===== config.mk =====
export PLATFORM = sky130hd
export DESIGN_NAME = fpu_issue_queue
export DESIGN_NICKNAME = d
export VERILOG_FILES = /design/src/rtl/fpu_issue_queue.sv
export SDC_FILE = /design/constraint.sdc
export NUM_CORES = 1
export LEC_CHECK = 0
export CORE_MARGIN = 8
export CORE_UTILIZATION = 50
export DETAILED_ROUTE_END_ITERATION = 8
export GPL_TIMING_DRIVEN = 0
export PLACE_DENSITY = 0.78
export SKIP_LAST_GASP = 1
export SYNTH_ARGS = -nofsm -noshare
export SYNTH_HDL_FRONTEND = slang
export SYNTH_SLANG_ARGS = --single-unit

===== constraint.sdc =====
create_clock -name clk -period 8.1 [get_ports clk]
set_input_delay 1.215 -clock clk [delete_from_list [all_inputs] [get_ports clk]]
set_output_delay 1.215 -clock clk [all_outputs]
set_load 0.05 [all_outputs]

===== src/rtl/fpu_issue_queue.sv =====
// Valid/ready issue queue for FPU requests, carrying a destination tag per entry.
// Optional same-cycle bypass into an empty queue when FPU_ISSUE_BYPASS_EN is defined.
module fpu_issue_queue #(
    parameter int unsigned DEPTH = 4,
    parameter int unsigned TAG_W = 5
) (
    input  logic                   clk,
    input  logic                   rst_n,
    input  logic                   flush,
    input  logic                   in_valid,
    output logic                   in_ready,
    input  logic [2:0]             in_op,
    input  logic [31:0]            in_a,
    input  logic [31:0]            in_b,
    input  logic [TAG_W-1:0]       in_tag,
    output logic                   out_valid,
    input  logic                   out_ready,
    output logic [2:0]             out_op,
    output logic [31:0]            out_a,
    output logic [31:0]            out_b,
    output logic [TAG_W-1:0]       out_tag,
    output logic [$clog2(DEPTH):0] count,
    output logic                   illegal_valid,
    output logic [TAG_W-1:0]       illegal_tag
);

    localparam int unsigned PtrW = $clog2(DEPTH);
    localparam int unsigned CntW = PtrW + 1;

    logic [2:0]       op_q  [DEPTH];
    logic [31:0]      a_q   [DEPTH];
    logic [31:0]      b_q   [DEPTH];
    logic [TAG_W-1:0] tag_q [DEPTH];

    logic [PtrW-1:0]  wr_ptr_q, wr_ptr_d;
    logic [PtrW-1:0]  rd_ptr_q, rd_ptr_d;
    logic [CntW-1:0]  count_q, count_d;
    logic             illegal_valid_q, illegal_valid_d;
    logic [TAG_W-1:0] illegal_tag_q, illegal_tag_d;

    logic queue_valid;
    logic push;
    logic push_legal;
    logic bypass;
    logic wr_en;
    logic pop;

    always_comb begin
        queue_valid = (count_q != '0);
        in_ready    = (count_q != CntW'(DEPTH));
        push        = in_valid && in_ready;
        push_legal  = push && !in_op[2];
`ifdef FPU_ISSUE_BYPASS_EN
        bypass      = !queue_valid && in_valid && !in_op[2] && !flush;
`else
        bypass      = 1'b0;
`endif
        out_valid   = queue_valid || bypass;
        if (bypass) begin
            out_op  = in_op;
            out_a   = in_a;
            out_b   = in_b;
            out_tag = in_tag;
        end else begin
            out_op  = op_q[rd_ptr_q];
            out_a   = a_q[rd_ptr_q];
            out_b   = b_q[rd_ptr_q];
            out_tag = tag_q[rd_ptr_q];
        end
        // A bypassed request consumed this cycle never occupies storage.
        wr_en = push_legal && !(bypass && out_ready) && !flush;
        pop   = queue_valid && out_ready && !flush;
    end

    always_comb begin
        wr_ptr_d        = wr_ptr_q;
        rd_ptr_d        = rd_ptr_q;
        count_d         = count_q;
        illegal_valid_d = push && in_op[2] && !flush;
        illegal_tag_d   = illegal_valid_d ? in_tag : illegal_tag_q;
        if (flush) begin
            wr_ptr_d = '0;
            rd_ptr_d = '0;
            count_d  = '0;
        end else begin
            if (wr_en) wr_ptr_d = wr_ptr_q + PtrW'(1);
            if (pop)   rd_ptr_d = rd_ptr_q + PtrW'(1);
            count_d = count_q + CntW'(wr_en) - CntW'(pop);
        end
    end

    always_ff @(posedge clk) begin
        if (!rst_n) begin
            wr_ptr_q        <= '0;
            rd_ptr_q        <= '0;
            count_q         <= '0;
            illegal_valid_q <= 1'b0;
            illegal_tag_q   <= '0;
        end else begin
            wr_ptr_q        <= wr_ptr_d;
            rd_ptr_q        <= rd_ptr_d;
            count_q         <= count_d;
            illegal_valid_q <= illegal_valid_d;
            illegal_tag_q   <= illegal_tag_d;
        end
    end

    // Storage is never cleared; stale slots are unreachable once pointers reset.
    always_ff @(posedge clk) begin
        if (wr_en) begin
            op_q[wr_ptr_q]  <= in_op;
            a_q[wr_ptr_q]   <= in_a;
            b_q[wr_ptr_q]   <= in_b;
            tag_q[wr_ptr_q] <= in_tag;
        end
    end

    assign count         = count_q;
    assign illegal_valid = illegal_valid_q;
    assign illegal_tag   = illegal_tag_q;

endmodule

Yosys cells after proc, flatten, opt, wreduce, memory -nomap -nowiden
Memories as Yosys holds them, arrays and structs flattened. A register that Yosys moved wholly into a read port is not among the register bits.
Cells that the tools add are included.
W data, S select, Z words.
- add/subtract/negate cells: 4
- equal/unequal tests: 1
- muxes and demuxes: 10
- bitwise gates (word level): 1
- reduce and logical (&&, ||, !) cells: 11
- operator list (operator ; number):
    $mux W2 ; 8
    $logic_and A1 B1 Y1 ; 7
    $add A2 B1 Y2 const B ; 2
    $add A3 B1 Y3 ; 1
    $ne A3 B3 Y1 const B ; 1
    $reduce_bool A3 Y1 ; 1
    $sub A3 B1 Y3 ; 1
    $logic_not A1 Y1 ; 2
    $mux W1 ; 2
    $reduce_or A2 Y1 ; 1
    $not A1 Y1 ; 1
- register bits: 13
- bits in writable memories: 288
- bits of input ports: 77
- output and inout bits: 83
- word-level logic and storage cells: 36
- memories: 4
- memory list (memory ; words ; width ; rd ports ; clocked after Yosys merged registers in ; write ports ; RTL line ; text):
    a_q ; 4 ; 32 ; 1 ; 1 ; 1 ; 31 ; logic [31:0] a_q [DEPTH];
    b_q ; 4 ; 32 ; 1 ; 1 ; 1 ; 32 ; logic [31:0] b_q [DEPTH];
    tag_q ; 4 ; 5 ; 1 ; 1 ; 1 ; 33 ; logic [TAG_W-1:0] tag_q [DEPTH];
    op_q ; 4 ; 3 ; 1 ; 1 ; 1 ; 30 ; logic [2:0] op_q [DEPTH];

Depth between registers and ports, before layout
Gate-level depths: netlist of the first run.
- depth in word-level cells: 6
- mapped depth: 11
- depth with buffers taken out: 11

Worst setup path before layout of the first run
Ideal clock, no wire load.
- path type: input port to flip-flop
- start point: input flush
- end point: memory a_q[0][0] (enable)
- setup time: 0.438 ns
- data arrival time: 3.389 ns
- data required time: 7.662 ns
- path slack: 4.272 ns
- stages on the path: 2
- path buffers: 0
- path through: nor3b_1 > and3_1
- word-level cells in the longest chain between the ends: 4
- RTL lines (item ; RTL line ; text):
    from (decl) ; 9 ; input logic flush,
    $logic_not A1 Y1 ; 71 ; wr_en = push_legal && !(bypass && out_ready) && !flush;
    $logic_and A1 B1 Y1 ; 71 ;
    $mux W1 ; 110 ; if (wr_en) begin
    $mux W1 (not written as such) ; 112 ; a_q[wr_ptr_q] <= in_a;
    to (decl) ; 31 ;
Every way passes these cells.

==> results.sh, run 1 <==
export IMPL_drive_gt1_frac=0.198
export IMPL_hold_ws_ps=458
export IMPL_crit_chain="clkbuf_1 > buf_2 > mux4_2 > clkdlybuf4s50_1"
export IMPL_critPathMaxStageDelay_ps=730
export IMPL_fp_dieH_um=166
export IMPL_holdCritPathClass="reg2reg"
export IMPL_die_area_mm2=0.0275
export IMPL_crit_path_start_kind="flop"
export IMPL_clock_path_buffers=3
export IMPL_setup_viol=0
export IMPL_drv_slew=0
export IMPL_arrival_ps=2830
export IMPL_finish_instance_area_mm2=0.0142
export IMPL_drt_initial_drc_count=233
export IMPL_syn_nets=540
export IMPL_synth_xor_area_share=0.000781
export IMPL_dp_cells=899
export IMPL_setup_slack_ps=4060
export IMPL_cts_setup_buffers=0
export IMPL_path_class="reg2out"
export IMPL_ant_nets=0
export IMPL_synth_warnings=0
export IMPL_clkTransAtPathRegs_ps=60
export IMPL_dr_pass1_iters=7
export IMPL_hold_violations=0
export IMPL_vias=5214
export IMPL_synth_mux_area_frac=0.150
export IMPL_cts_sinks=303
export IMPL_ys_types=32
export IMPL_drt_wirelength_per_cell_um=22.5
export IMPL_fmax_ghz=0.247
export IMPL_std_cell_rows=54
export IMPL_worstMarginPinSlew_ps=707
export IMPL_die_w_um=166
export IMPL_io_pins=160
export IMPL_critPathRequiredTime_ps=6880
export IMPL_power_leakage_nw=4.46
export IMPL_fin_cells=953
export IMPL_fin_tns_setup_ps=0
export IMPL_antenna_found_initial=2
export IMPL_synth_area_leader_cell="edfxtp_1"
export IMPL_yosys_area_share_adder=0.00848
export IMPL_h_tree_depth=1
export IMPL_p_per_area_mw_per_mm2=222
export IMPL_portBuffers=159
export IMPL_cap_violations=0
export IMPL_grtUsageTotal=0.152
export IMPL_grt_first_pass_wirelength_um=32900
export IMPL_overflow=0
export IMPL_status="finished, final reports clean"
export IMPL_grt_max_degree=51
export IMPL_grt_setup_unrepaired="false"
export IMPL_synth_compound_area_frac=0.00379
export IMPL_fin_crit_ps=4040
export IMPL_fin_crit_sh=0.499
export IMPL_crit_path_end_kind="output pin"
export IMPL_drc=0
export IMPL_syn_avg_cell_area_um2=24.6
export IMPL_synthTopCellsByArea="edfxtp_1, mux4_2, dfxtp_1, buf_12, ha_1"
export IMPL_synth_top_family_by_area="multiplexers"
export IMPL_hold_buffers=0
export IMPL_yosysTopAreaCellShare=0.771
export IMPL_hpwl_um=13900
export IMPL_nets=734
export IMPL_yosysSeqAreaShare=0.798
export IMPL_dp_slack_ps=4070
export IMPL_drt_total_wl_um=21500
export IMPL_core_mm2=0.0219
export IMPL_synth_area_mm2=0.0112
export IMPL_worst_path_buf_inv=3
export IMPL_syn_inst=456
export IMPL_critPathMaxFanout=10
export IMPL_dpl_instance_area_mm2=0.0133
export IMPL_skew_ps=20.9
export IMPL_viasPerCell=5.47
export IMPL_slowest_stage="clkdlybuf4s50_1"
export IMPL_ys_ff_latch=303
export IMPL_cts_made_buffers=29
export IMPL_grt_pass1_vias=5791
export IMPL_cts_tree="done"
export IMPL_gp_congestion=0.721
export IMPL_n_antenna_cell=0
export IMPL_clockRootBuffer="clkbuf_16"
export IMPL_cp_top_family="buffers and inverters"
export IMPL_peakVddDrop_mv=0.151
export IMPL_max_slew_margin_rel=0.527
export IMPL_cts_resized=0
export IMPL_clk_latency_ps=540
export IMPL_synth_simple_gate_area_share=0.0193
export IMPL_start_util=0.512
export IMPL_syn2layout_area_growth_pct=26.4
cell families after synthesis:
kind of cell	Yosys count
XOR/XNOR	1
multiplexers	77
buffers and inverters	24
AND/OR/NAND/NOR	36
AO/OA/AOI/OAI	8
flip-flops	303
adder cells (fa/ha/maj)	7
worst reg2reg max path: cells and delay by family, from the launching register on:
family                     cells  cell delay, ps
DFF                            1             490
xor gates and xnor gates       1             160
adders and majority gates      3             820
buffers and inverters          3             180
and+or+nand+nor                4             610
worst paths after layout:
| kind | start | to | slack (ps) | depth (start not counted) |
|---|---|---|---|---|
| worst max-delay path | flop | out_a[26] | 4060 | 4 |
| worst min-delay path | illegal_tag[2] | illegal_tag[2] | 460 | 2 |
| worst max register to register | count[1] | count[2] | 5750 | 11 |
| worst min register to register | illegal_tag[2] | illegal_tag[2] | 460 | 2 |
cell usage in the layout (no fill, tap or decap), drive strengths merged:
master,synthesis,final
xor2,1,1
clkbuf,2,42
nor2b,1,1
nand4,1,1
a21oi,4,4
nand2b,2,2
ha,6,6
fa,1,1
bufinv,0,2
buf,15,19
mux2i,5,5
nor3b,2,2
o21ai,3,3
nor3,3,3
and2,3,3
dfxtp,15,15
clkdlybuf4s50,0,159
edfxtp,288,288
nand3b,1,1
clkinvlp,0,1
mux4,72,72
and3,4,4
inv,7,8
o31ai,1,1
clkinv,0,10
or3,2,2
nand2,11,11
or3b,1,1
nor2,4,4
nand3,1,1
Yosys cell counts:
cell type / instances
nor3_1: 1
or3_1: 2
nand2_1: 11
mux4_2: 70
nand3_1: 1
buf_12: 7
nor2b_1: 1
edfxtp_1: 288
a21oi_1: 4
ha_1: 6
nand4_1: 1
o21ai_0: 3
nor3_2: 1
fa_1: 1
buf_6: 1
nor2_1: 4
xor2_1: 1
and2_1: 3
mux4_1: 2
clkbuf_1: 2
mux2i_1: 5
o31ai_1: 1
nand3b_1: 1
buf_2: 7
dfxtp_1: 15
nand2b_1: 2
nor3b_1: 1
and3_1: 4
or3b_2: 1
inv_1: 7
nor3b_4: 1
nor3_4: 1
where the power goes:
group | switching [mW] | total (mW) | internal (mW)
registers | 0.00383 | 1.73 | 1.73
clock network | 0.524 | 1.25 | 0.723
logic | 0.0914 | 0.162 | 0.0707
stage by stage:
stage                      util  power [mW]
after global routing      0.647        3.24
after detailed placement  0.607        1.93
final                     0.647        3.14
after floorplan               -        1.84
after global placement    0.601        1.92
after CTS                 0.647        3.18
sequential cells by signal, summed over array words and instances, names as in the netlist, named ones only:
| signal | count |
|---|---|
| illegal_tag | 5 |
| op_q | 12 |
| illegal_valid | 1 |
| b_q | 128 |
| wr_ptr_q | 2 |
| count | 3 |
| rd_ptr_q | 2 |
| a_q | 128 |
| tag_q | 20 |
metal layers:
| layer | global-route usage | up-vias | routed length, um |
|---|---|---|---|
| li1 | - | 2313 | - |
| met1 | 0.183 | 2702 | 8430 |
| met2 | 0.269 | 164 | 11200 |
| met3 | 0.0442 | 31 | 1560 |
| met4 | 0.0313 | 4 | 266 |
| met5 | 0 | - | 27 |
area by class of cell:
| type | count | area (um2) |
|---|---|---|
| buffer | 17 | 194 |
| clock buffer | 40 | 767 |
| clock inverter | 14 | 118 |
| fill | 1444 | 7720 |
| inverter | 7 | 26.3 |
| multi-input combinational | 129 | 2060 |
| sequential | 303 | 8950 |
| tap | 280 | 350 |
| timing repair buffer | 163 | 1700 |
(Power assumes the default switching activity.)
==> run 2, diff against run 1 <==
--- a/config.mk
+++ b/config.mk
@@ -6,10 +6,10 @@
 export NUM_CORES = 1
 export LEC_CHECK = 0
 export CORE_MARGIN = 8
-export CORE_UTILIZATION = 50
+export CORE_UTILIZATION = 49
 export DETAILED_ROUTE_END_ITERATION = 8
 export GPL_TIMING_DRIVEN = 0
-export PLACE_DENSITY = 0.78
+export PLACE_DENSITY = 0.8
 export SKIP_LAST_GASP = 1
 export SYNTH_ARGS = -nofsm -noshare
 export SYNTH_HDL_FRONTEND = slang
==> constraint.sdc (replaced) <==
create_clock -name clk -period 3.6 [get_ports clk]
set_input_delay 0.54 -clock clk [delete_from_list [all_inputs] [get_ports clk]]
set_output_delay 0.54 -clock clk [all_outputs]
set_load 0.05 [all_outputs]
==> run 2 against run 1 <==
Net effect:
- flip-flop and latch count did not move
- sequential power increased by 130%
- cell count up 0.52%
- sequential share of layout area is 0.31 points lower
- global-route usage is essentially flat
- combinational power is 120% higher
- largest power group unchanged
- first-iteration DRC count is 67% higher
==> results.sh, run 2 (same netlist as run 1, synthesis figures left out) <==
export IMPL_crit_chain="clkbuf_1 > buf_2 > mux4_2 > clkdlybuf4s50_1"
export IMPL_critPathMaxFanout=10
export IMPL_dp_cells=904
export IMPL_cts_resized=0
export IMPL_hpwl_um=13700
export IMPL_crit_path_start_kind="flop"
export IMPL_drv_slew=0
export IMPL_critPathRequiredTime_ps=3060
export IMPL_clockRootBuffer="clkbuf_16"
export IMPL_drt_initial_drc_count=388
export IMPL_path_class="reg2out"
export IMPL_utilization=0.631
export IMPL_power_mw=7.32
export IMPL_reg2reg_slack_ps=1160
export IMPL_grt_first_pass_wirelength_um=33300
export IMPL_core_mm2=0.0226
export IMPL_clkTransAtPathRegs_ps=60
export IMPL_final_cell_mix="edfxtp_1, clkdlybuf4s50_1, mux4_2, clkbuf_16, dfxtp_1"
export IMPL_clock_path_buffers=3
export IMPL_cts_made_buffers=29
export IMPL_fp_dieH_um=167
export IMPL_dr_pass1_iters=5
export IMPL_cts_setup_buffers=0
export IMPL_power_leakage_nw=4.50
export IMPL_max_slew_margin_rel=0.565
export IMPL_drive_gt1_frac=0.217
export IMPL_fin_crit_sh=0.937
export IMPL_grtUsageTotal=0.152
export IMPL_slowest_stage="clkdlybuf4s50_1"
export IMPL_status="finished, final reports clean"
export IMPL_hold_buffers=0
export IMPL_ant_nets=0
export IMPL_setup_viol=0
export IMPL_antenna_found_initial=1
export IMPL_arrival_ps=2830
export IMPL_overflow=0
export IMPL_crit_path_end_kind="output pin"
export IMPL_grt_max_degree=39
export IMPL_portBuffers=159
export IMPL_drc=0
export IMPL_p_per_area_mw_per_mm2=514
export IMPL_die_area_mm2=0.0280
export IMPL_h_tree_depth=1
export IMPL_gp_congestion=0.744
export IMPL_cts_sinks=303
export IMPL_clk_latency_ps=540
export IMPL_skew_ps=10.9
export IMPL_nFillCells=1527
export IMPL_critPathMaxStageDelay_ps=720
export IMPL_fin_cells=958
export IMPL_drt_total_wl_um=21400
export IMPL_grt_setup_unrepaired="false"
export IMPL_drt_wirelength_per_cell_um=22.4
export IMPL_vias=5179
export IMPL_fmax_ghz=0.297
export IMPL_fin_crit_ps=3370
export IMPL_dpl_instance_area_mm2=0.0133
export IMPL_finish_instance_area_mm2=0.0142
export IMPL_io_pins=160
export IMPL_holdCritPathClass="reg2reg"
export IMPL_hold_violations=0
export IMPL_cp_top_family="buffers and inverters"
export IMPL_peakVddDrop_mv=0.386
export IMPL_die_w_um=167
export IMPL_worst_path_buf_inv=3
export IMPL_largestRegisters="a_q: 128 flops, b_q: 128 flops, tag_q: 20 flops"
export IMPL_mostFrequentLayoutCell="edfxtp_1"
export IMPL_nets=734
export IMPL_start_util=0.497
export IMPL_std_cell_rows=55
export IMPL_viasPerCell=5.41
export IMPL_cts_tree="done"
export IMPL_cap_violations=0
export IMPL_syn2layout_area_growth_pct=27.0
export IMPL_worstMarginPinSlew_ps=651
export IMPL_n_antenna_cell=0
export IMPL_grt_pass1_vias=5924
## run 2: worst paths after layout
check,cells past startpoint,endpoint,start
min reg2reg,2,illegal_tag[3],illegal_tag[3]
max reg2reg,10,count[2],count[1]
min,2,illegal_tag[3],illegal_tag[3]
max,4,out_b[1],flop
## run 2: area by class of cell
cell class,count,area (um2),area share
buffer,17,194,0.0136
clock buffer,36,772,0.0542
clock inverter,18,205,0.0144
inverter,7,26.3,0.00185
multi-input combinational,129,2060,0.145
sequential,303,8950,0.629
tap,285,357,0.0250
timing repair buffer,163,1670,0.117
## run 2: worst register-to-register path, cell delays in order, from the launching register on
cell,delay [ps]
dfxtp_1,400
nor3_2,380
nor2_1,130
ha_1,300
inv_1,60
ha_1,130
inv_1,50
fa_1,420
xor2_1,170
and2_1,160
nor3_1,160
## run 2: where the power goes
part	internal (mW)	switching, mW	total (mW)
Combinational	0.158	0.206	0.364
Sequential	3.89	0.00922	3.90
Clock	1.81	1.24	3.06
## run 2: per-layer routing
metal / global-route usage / vias up / wire (um)
li1: - / 2313 / -
met1: 0.187 / 2653 / 8620
met2: 0.268 / 173 / 11100
met3: 0.0383 / 38 / 1450
met4: 0.0345 / 2 / 317
met5: 0 / - / 10
## run 2: metrics by stage
step                setup slack [ps]  TNS [ps]  hold slack [ps]
global placement               -1340   -380160              443
global route                    23.8         0              490
floorplan                       21.7         0              459
detailed placement               203         0              447
CTS                             94.1         0              463
finish                           229         0              462
